[src/rtl/display_pkg.sv]
// Shared widths, index-width helper and blank anode pattern for the 7-segment scan logic.
package display_pkg;

    localparam int NIBBLE_W  = 4;
    localparam int DIGIT_MAX = 8;

    // All anodes high switches every digit off; callers slice the low NUM_DIGITS bits.
    localparam logic [DIGIT_MAX-1:0] BLANK_AN = '1;

    // Width needed to count 0..v-1, never less than one bit.
    function automatic int clog2(input int v);
        int r;
        r = 0;
        while ((1 << r) < v) begin
            r = r + 1;
        end
        return (r == 0) ? 1 : r;
    endfunction

endpackage

[src/rtl/scan_prescaler.sv]
// Refresh prescaler: counts 0..REFRESH_DIV-1 and emits a registered one-cycle tick per digit slot.
// tc is the combinational terminal count, so the caller can advance state on the same edge the tick rises.
module scan_prescaler
    import display_pkg::*;
#(
    parameter int REFRESH_DIV = 100000
) (
    input  logic clk,
    input  logic reset,
    output logic tick,
    output logic tc
);

    localparam int CNT_W = clog2(REFRESH_DIV);
    localparam logic [CNT_W-1:0] CNT_LAST = CNT_W'(REFRESH_DIV - 1);

    logic [CNT_W-1:0] r_cnt;
    logic             r_tick;
    logic             w_tc;

    assign w_tc = (r_cnt == CNT_LAST);

    always_ff @(posedge clk) begin
        if (reset) begin
            r_cnt  <= '0;
            r_tick <= 1'b0;
        end else begin
            r_tick <= w_tc;
            r_cnt  <= w_tc ? '0 : r_cnt + 1'b1;
        end
    end

    assign tick = r_tick;
    assign tc   = w_tc;

endmodule

[src/rtl/digit_scan_mux.sv]
// Time-multiplexed N-digit 7-segment driver: rotates a one-hot select per refresh slot and muxes a per-scan snapshot.
// Optional LEADING_ZERO_BLANK_EN additionally blanks leading zero digits above digit 0.
module digit_scan_mux
    import display_pkg::*;
#(
    parameter int NUM_DIGITS  = 4,
    parameter int REFRESH_DIV = 100000
) (
    input  logic                           clk,
    input  logic                           reset,
    input  logic [NIBBLE_W*NUM_DIGITS-1:0] n,
    input  logic [NUM_DIGITS-1:0]          dp_in,
    input  logic [NUM_DIGITS-1:0]          enable_mask,
    output logic [NUM_DIGITS-1:0]          sel,
    output logic [NUM_DIGITS-1:0]          an,
    output logic [NIBBLE_W-1:0]            h,
    output logic                           dp,
    output logic [clog2(NUM_DIGITS)-1:0]   digit_idx,
    output logic                           tick
);

    localparam int IDX_W = clog2(NUM_DIGITS);
    localparam logic [IDX_W-1:0] LAST_IDX = IDX_W'(NUM_DIGITS - 1);

    logic [IDX_W-1:0]               r_idx;
    logic [NIBBLE_W*NUM_DIGITS-1:0] r_snap_n;
    logic [NUM_DIGITS-1:0]          r_snap_dp;
    logic                           r_snap_vld;

    logic                  w_tc;
    logic                  w_wrap;
    logic                  w_blank;
    logic [NUM_DIGITS-1:0] w_sel;

    scan_prescaler #(
        .REFRESH_DIV(REFRESH_DIV)
    ) u_prescaler (
        .clk  (clk),
        .reset(reset),
        .tick (tick),
        .tc   (w_tc)
    );

    assign w_wrap = w_tc && (r_idx == LAST_IDX);

    // Snapshot only at scan boundaries so a single scan never mixes old and new digits.
    always_ff @(posedge clk) begin
        if (reset) begin
            r_idx      <= '0;
            r_snap_n   <= '0;
            r_snap_dp  <= '0;
            r_snap_vld <= 1'b0;
        end else begin
            if (w_tc) begin
                r_idx <= (r_idx == LAST_IDX) ? '0 : r_idx + 1'b1;
            end
            if (!r_snap_vld || w_wrap) begin
                r_snap_n   <= n;
                r_snap_dp  <= dp_in;
                r_snap_vld <= 1'b1;
            end
        end
    end

`ifdef LEADING_ZERO_BLANK_EN
    logic [NUM_DIGITS-1:0] w_lz;

    // Walk down from the top digit; suppression ends at the first nonzero nibble or set dp.
    always_comb begin : lz_scan
        logic run;
        w_lz = '0;
        run  = 1'b1;
        for (int k = NUM_DIGITS - 1; k > 0; k--) begin
            run     = run && (r_snap_n[NIBBLE_W*k +: NIBBLE_W] == '0) && !r_snap_dp[k];
            w_lz[k] = run;
        end
    end

    assign w_blank = !enable_mask[r_idx] || w_lz[r_idx];
`else
    assign w_blank = !enable_mask[r_idx];
`endif

    assign w_sel     = NUM_DIGITS'(1) << r_idx;
    assign sel       = w_sel;
    assign digit_idx = r_idx;
    assign an        = w_blank ? BLANK_AN[NUM_DIGITS-1:0] : ~w_sel;
    assign h         = r_snap_vld ? r_snap_n[NIBBLE_W*r_idx +: NIBBLE_W] : '0;
    assign dp        = (w_blank || !r_snap_vld) ? 1'b1 : !r_snap_dp[r_idx];

endmodule

[config.mk]
export PLATFORM = sky130hd
export DESIGN_NAME = digit_scan_mux
export DESIGN_NICKNAME = d
export VERILOG_FILES = /design/src/rtl/display_pkg.sv /design/src/rtl/scan_prescaler.sv /design/src/rtl/digit_scan_mux.sv
export SDC_FILE = /design/constraint.sdc
export NUM_CORES = 1
export LEC_CHECK = 0
export BUFFER_PORTS_ARGS = -buffer_cell sky130_fd_sc_hd__buf_2
export CORE_MARGIN = 5
export CORE_UTILIZATION = 35
export DETAILED_ROUTE_END_ITERATION = 6
export PLACE_DENSITY = 0.57
export SYNTH_ARGS = -nofsm -noshare
export SYNTH_HDL_FRONTEND = slang
export SYNTH_SLANG_ARGS = --single-unit
[constraint.sdc]
create_clock -name clk -period 4.9 [get_ports clk]
set_input_delay 0.98 -clock clk [delete_from_list [all_inputs] [get_ports clk]]
set_output_delay 0.98 -clock clk [all_outputs]
set_load 0.005 [all_outputs]
* After elaboration in Yosys (flattened, before gate mapping)
Cells that the tools add are included. Widths: inputs -> output; s select.
Storage, ports and cells: output and inout bits 16, input bits 26, word-level logic and storage cells 29, flip-flop bits (word level) 41
Operators by class: shifts and indexed selects 2, $lt $le $gt $ge 1, equal/unequal tests 2, add/sub/neg operators 2, bitwise gates (word level) 1, muxes and demuxes 8, reduce and logical (&&, ||, !) cells 7
Operator list (number):
- $add 17x1->17 const B | 1
- $eq 17x17->1 const B | 1
- $shiftx 16x5->4 | 1
- $mux 4 | 2
- $bmux 1 s2 | 2
- $not 4->4 | 1
- $shl 1x2->4 const A | 1
- $logic_not 1->1 | 3
- $lt 2x3->1 const B | 1
- $mux 1 | 3
- $add 2x1->2 const B | 1
- $eq 2x2->1 const B | 1
- $logic_or 1x1->1 | 2
- $mux 2 | 1
- $reduce_or 2->1 | 1
- $logic_and 1x1->1 | 1

* Logic depth before layout (Yosys ltp)
word-level depth 5, depth in mapped cells 7, mapped depth without buffers 5

* By module
A second synthesis with hierarchy kept.
Second synthesis, totals: cell total of the unflattened synthesis 208, area total of the unflattened synthesis 1880.6 um^2
Modules (own cells, without submodules):
- digit_scan_mux | cells an instance 120, instances 1, sequential area each 460.4 um^2, area each 1052.3 um^2
- scan_prescaler | cells an instance 88, instances 1, sequential area each 360.3 um^2, area each 828.3 um^2

* Worst setup path after synthesis
Ideal clock, no wire load.
kind input to output, from input port enable_mask[3], to output port dp, setup slack 2.329 ns, stages 2, buffers on the path 0, required time 3.920 ns, arrival 1.591 ns, cells stage by stage mux4_2 nand3_1
On the way: cells in the longest elaborated chain, start to end 5
Ends and longest elaborated chain:
- start: declaration | RTL line digit_scan_mux.sv:13 | input logic [NUM_DIGITS-1:0] enable_mask,
- $bmux 1 s2 | RTL line digit_scan_mux.sv:81 | assign w_blank = !enable_mask[r_idx];
- $mux 1 (implied by the code) | RTL line digit_scan_mux.sv:81
- $logic_not 1->1 | RTL line digit_scan_mux.sv:81
- $logic_or 1x1->1 | RTL line digit_scan_mux.sv:89 | assign dp = (w_blank || !r_snap_vld) ? 1'b1 : !r_snap_dp[r_idx];
- $mux 1 | RTL line digit_scan_mux.sv:89
- end: declaration | RTL line digit_scan_mux.sv:17 | output logic dp,
No other way between the ends. The select of a mux whose other input is x is not followed.

* Worst setup path after layout
from register r_idx[0], in the netlist digit_idx[0], to output port an[3]
On the way: cells in the longest elaborated chain, start to end 3, elaborated cells on any way between the ends 5, those cells by class shift (1); mux (3); bitwise (1)
Ends and longest elaborated chain:
- start: declaration | RTL line digit_scan_mux.sv:25 | logic [IDX_W-1:0] r_idx;
- start signal: assignment | RTL line digit_scan_mux.sv:55 | r_idx <= (r_idx == LAST_IDX) ? '0 : r_idx + 1'b1;
- $bmux 1 s2 or $shl 1x2->4 (tied branches) | RTL line digit_scan_mux.sv:81, digit_scan_mux.sv:84
- $mux 1 (implied by the code) or $not 4->4 (tied branches) | RTL line digit_scan_mux.sv:81, digit_scan_mux.sv:87
- $mux 4 * | RTL line digit_scan_mux.sv:87 | assign an = w_blank ? BLANK_AN[NUM_DIGITS-1:0] : ~w_sel;
- end: declaration | RTL line digit_scan_mux.sv:15 | output logic [NUM_DIGITS-1:0] an,
Every way passes the cells marked *; elsewhere a longest branch is shown, timed or not. The select of a mux whose other input is x is not followed.

==> impl_results.md <==
* First-pass GRT wire length at 9.38 mm
* Avg Inst Size Synth at 8.56 µm²
* Worst vdd ir at 0.000133 V
* Clock slew at reported path FFs at 0.09 ns
* Die area at 8360 µm²
* Largest net degree at the start of global routing at 48
* LEAKAGE at 0.876 nW
* Wire per inst at 15.2 µm
* RSZ-0062 raised after global routing: false
* Clock buffer depth at 2
* CP Data Arrival Time at 2.08 ns
* Ys Warns at 0
* H-tree depth at 2
* Initial antenna violation count at 0
* WS Path Type: flop to output pin
* Post-synthesis sequential area ratio at 35.4%
* Mapped Area at 2320 µm²
* Max cap viols at 0
* Die W at 91.4 µm
* Netlist cell types at 34
* Fillcell total at 630
* GPL Wtd Cong at 0.757
* CTS Buf Count at 5
* Area Overhead vs Synth at 15.4%
* Hold/Removal Path Class: flop to flop
* Minimum clock period at 3.06 ns
* Num rows at 29
* Cell Chain, Critical Path: ha_1 -> nand2_1 -> buf_2
* Drt drc at 0
* CP startpoint kind: flop
* CTS Hold Bufs at 0
* Die Span Y at 91.4 µm
* Detail Placement HPWL at 3.75 mm
* Nets at 326
* Clk_lat worst skew at 0.29 ns
* Required @ worst endpoint at 3.92 ns
* #FFs+latches synth at 41
* Post-Syn Nets at 302
* Critical Path End Type: output pin
* TritonCTS clock tree: built
* Critical-path top delay cell: ha_1
* Root Buffer: clkbuf_8
* Setup_tns at 0 ns
* Non-Filler Instances at 373
* P per Cell Area at 288 nW/µm²
* Detail Route Antenna Nets at 0
* Clock tree sinks at 41
* Status: finished clean
* Post-Syn Instances at 271
* Via Count at 2,134
* GR Util All Layers at 13.2%
* Number of global-route vias before repair at 1,928
* DRT Wirelength at 5.68 mm
* Share of layout cells above drive strength 1 at 22.3%
* Max incr delay on CP at 0.86 ns
* Post_cts resized at 0
* Worst clock skew at 0.0113 ns
* Area of the core at 6390 µm²
* Drt pass-1 iters at 4
* Placed cells at 365
* Initial Utilization at 36.3%
* GRT overflow at 0
* Initial drt markers at 112
* Final setup viols at 0
* Num ports at 42
* Worst Tran Pin Value at 0.913 ns
* Post-CTS Setup Inserts at 0
* Final Hold Viols at 0
* Period utilisation layout at 62.3%
* Crit path max fanout at 24
* Via density at 5.72
* IO Port Bufs at 41
* Max Fclk at 327 MHz
* Slew HR at 39.1%
* Antenna Diode Count at 0
* Max Slew Vio Count at 0
## flip-flops by register name (all words and copies together), names as in the netlist
| name | cells |
|---|---|
| digit_idx | 2 |
| r_snap_dp | 4 |
| r_snap_n | 16 |
| r_snap_vld | 1 |
| u_prescaler.r_cnt | 17 |
| u_prescaler.tick | 1 |
## worst max-delay path: cells and delay by family, from the launching register on
family | cells | cell delay, ns
DFF | 1 | 0.67
adders and majority gates | 1 | 0.86
and+or+nand+nor | 1 | 0.09
buffers and inverters | 1 | 0.16
## cell families after synthesis
family | synth area share (%)
xor+xnor | 4.91
simple gates | 30.9
fa+ha+maj | 2.70
flops | 35.4
mux | 6.25
compound gates | 14.0
buf+inv | 5.82
## power breakdown
| part | switching (W) | total [W] | internal, W |
|---|---|---|---|
| logic | 0.0000337 | 0.0000678 | 0.0000341 |
| registers | 0.0000195 | 0.000371 | 0.000351 |
| clock network | 0.000129 | 0.000334 | 0.000205 |
| total | 0.000182 | 0.000772 | 0.000590 |
## layer usage
layer | GRT usage (%) | vias up | routed length (µm)
li1 | - | 1084 | -
met4 | 3.30 | 0 | 51
met3 | 3.39 | 4 | 303
met2 | 20.8 | 47 | 2600
met5 | 0 | - | 0
met1 | 17.8 | 999 | 2730
## placed cells by master, fill, tap and decap left out, types with 5 or more instances in the layout
cell,n
buf_2,41
a31oi_1,20
nor2_1,18
dfxtp_1,40
ha_1,5
mux4_2,6
o311ai_0,20
inv_1,6
nand4_1,26
nand2_1,28
xnor2_1,10
clkbuf_8,5
nand3_1,7
nor3b_1,21
## synth_stat cells
| master | instances | area [µm²] |
|---|---|---|
| dfxtp_1 | 41 | 821 |
| nand2_1 | 28 | 105 |
| nand4_1 | 26 | 163 |
| nor3b_1 | 21 | 158 |
| a31oi_1 | 20 | 125 |
| clkbuf_1 | 20 | 75.1 |
| o311ai_0 | 20 | 175 |
| nor2_1 | 18 | 67.6 |
| xnor2_1 | 10 | 87.6 |
| nand3_1 | 7 | 35.0 |
| inv_1 | 6 | 22.5 |
| mux4_2 | 6 | 135 |
| buf_2 | 5 | 25.0 |
| ha_1 | 5 | 62.6 |
| and2_1 | 4 | 25.0 |
| nor3_1 | 4 | 20.0 |
| nor4_1 | 4 | 25.0 |
| a21oi_1 | 3 | 15.0 |
| or3_1 | 3 | 18.8 |
| xor2_1 | 3 | 26.3 |
| buf_1 | 2 | 7.51 |
| nor4b_1 | 2 | 17.5 |
| o21ai_0 | 2 | 10.0 |
| and3_1 | 1 | 6.26 |
| and4_1 | 1 | 8.76 |
| and4b_1 | 1 | 10.0 |
| and4bb_2 | 1 | 12.5 |
| clkbuf_2 | 1 | 5.00 |
| mux2i_1 | 1 | 10.0 |
| nand2_2 | 1 | 6.26 |
| nand3_2 | 1 | 10.0 |
| nand4_2 | 1 | 12.5 |
| or2_2 | 1 | 6.26 |
| or4_4 | 1 | 11.3 |
## path summary, 6_finish.rpt
path | to | startpoint | depth (start not counted) | slack (ns)
worst min-delay path | u_prescaler.r_cnt[0]$_SDFF_PP0_ | u_prescaler.r_cnt[0]$_SDFF_PP0_ | 1 | 0.46
worst max-delay path | an[3] | digit_idx[0]$_SDFFE_PP0P_ | 3 | 1.84
worst max register to register | r_snap_n[4]$_SDFFE_PP0P_ | digit_idx[0]$_SDFFE_PP0P_ | 5 | 2.36
worst min register to register | u_prescaler.r_cnt[0]$_SDFF_PP0_ | u_prescaler.r_cnt[0]$_SDFF_PP0_ | 1 | 0.46
## final cells by class
class	count	area, µm²	share of cell area [%]
Tap cell	77	96.3	3.60
Timing Repair Buffer	45	235	8.78
Multi-Input combinational cell	196	1370	51.0
Inverter	6	22.5	0.841
Clock buffer	5	68.8	2.57
Sequential cell	41	822	30.7
Clock inverter	3	68.8	2.57
## stage by stage
stage | setup slack, ns | utilization [%] | hold WS [ns] | area [µm²] | power [W]
after detailed placement | 2.08 | 39.8 | 0.454 | 2540 | 0.000446
final | 1.84 | 41.9 | 0.464 | 2680 | 0.000772
after floorplan | 2.33 | - | 0.430 | 2320 | 0.000418
after CTS | 1.79 | 41.9 | 0.474 | 2680 | 0.000781
after global placement | 2.10 | 39.8 | 0.454 | 2540 | 0.000446
after global routing | 1.60 | 41.9 | 0.496 | 2680 | 0.000805
No activity file was read; power rests on OpenSTA's default activity.
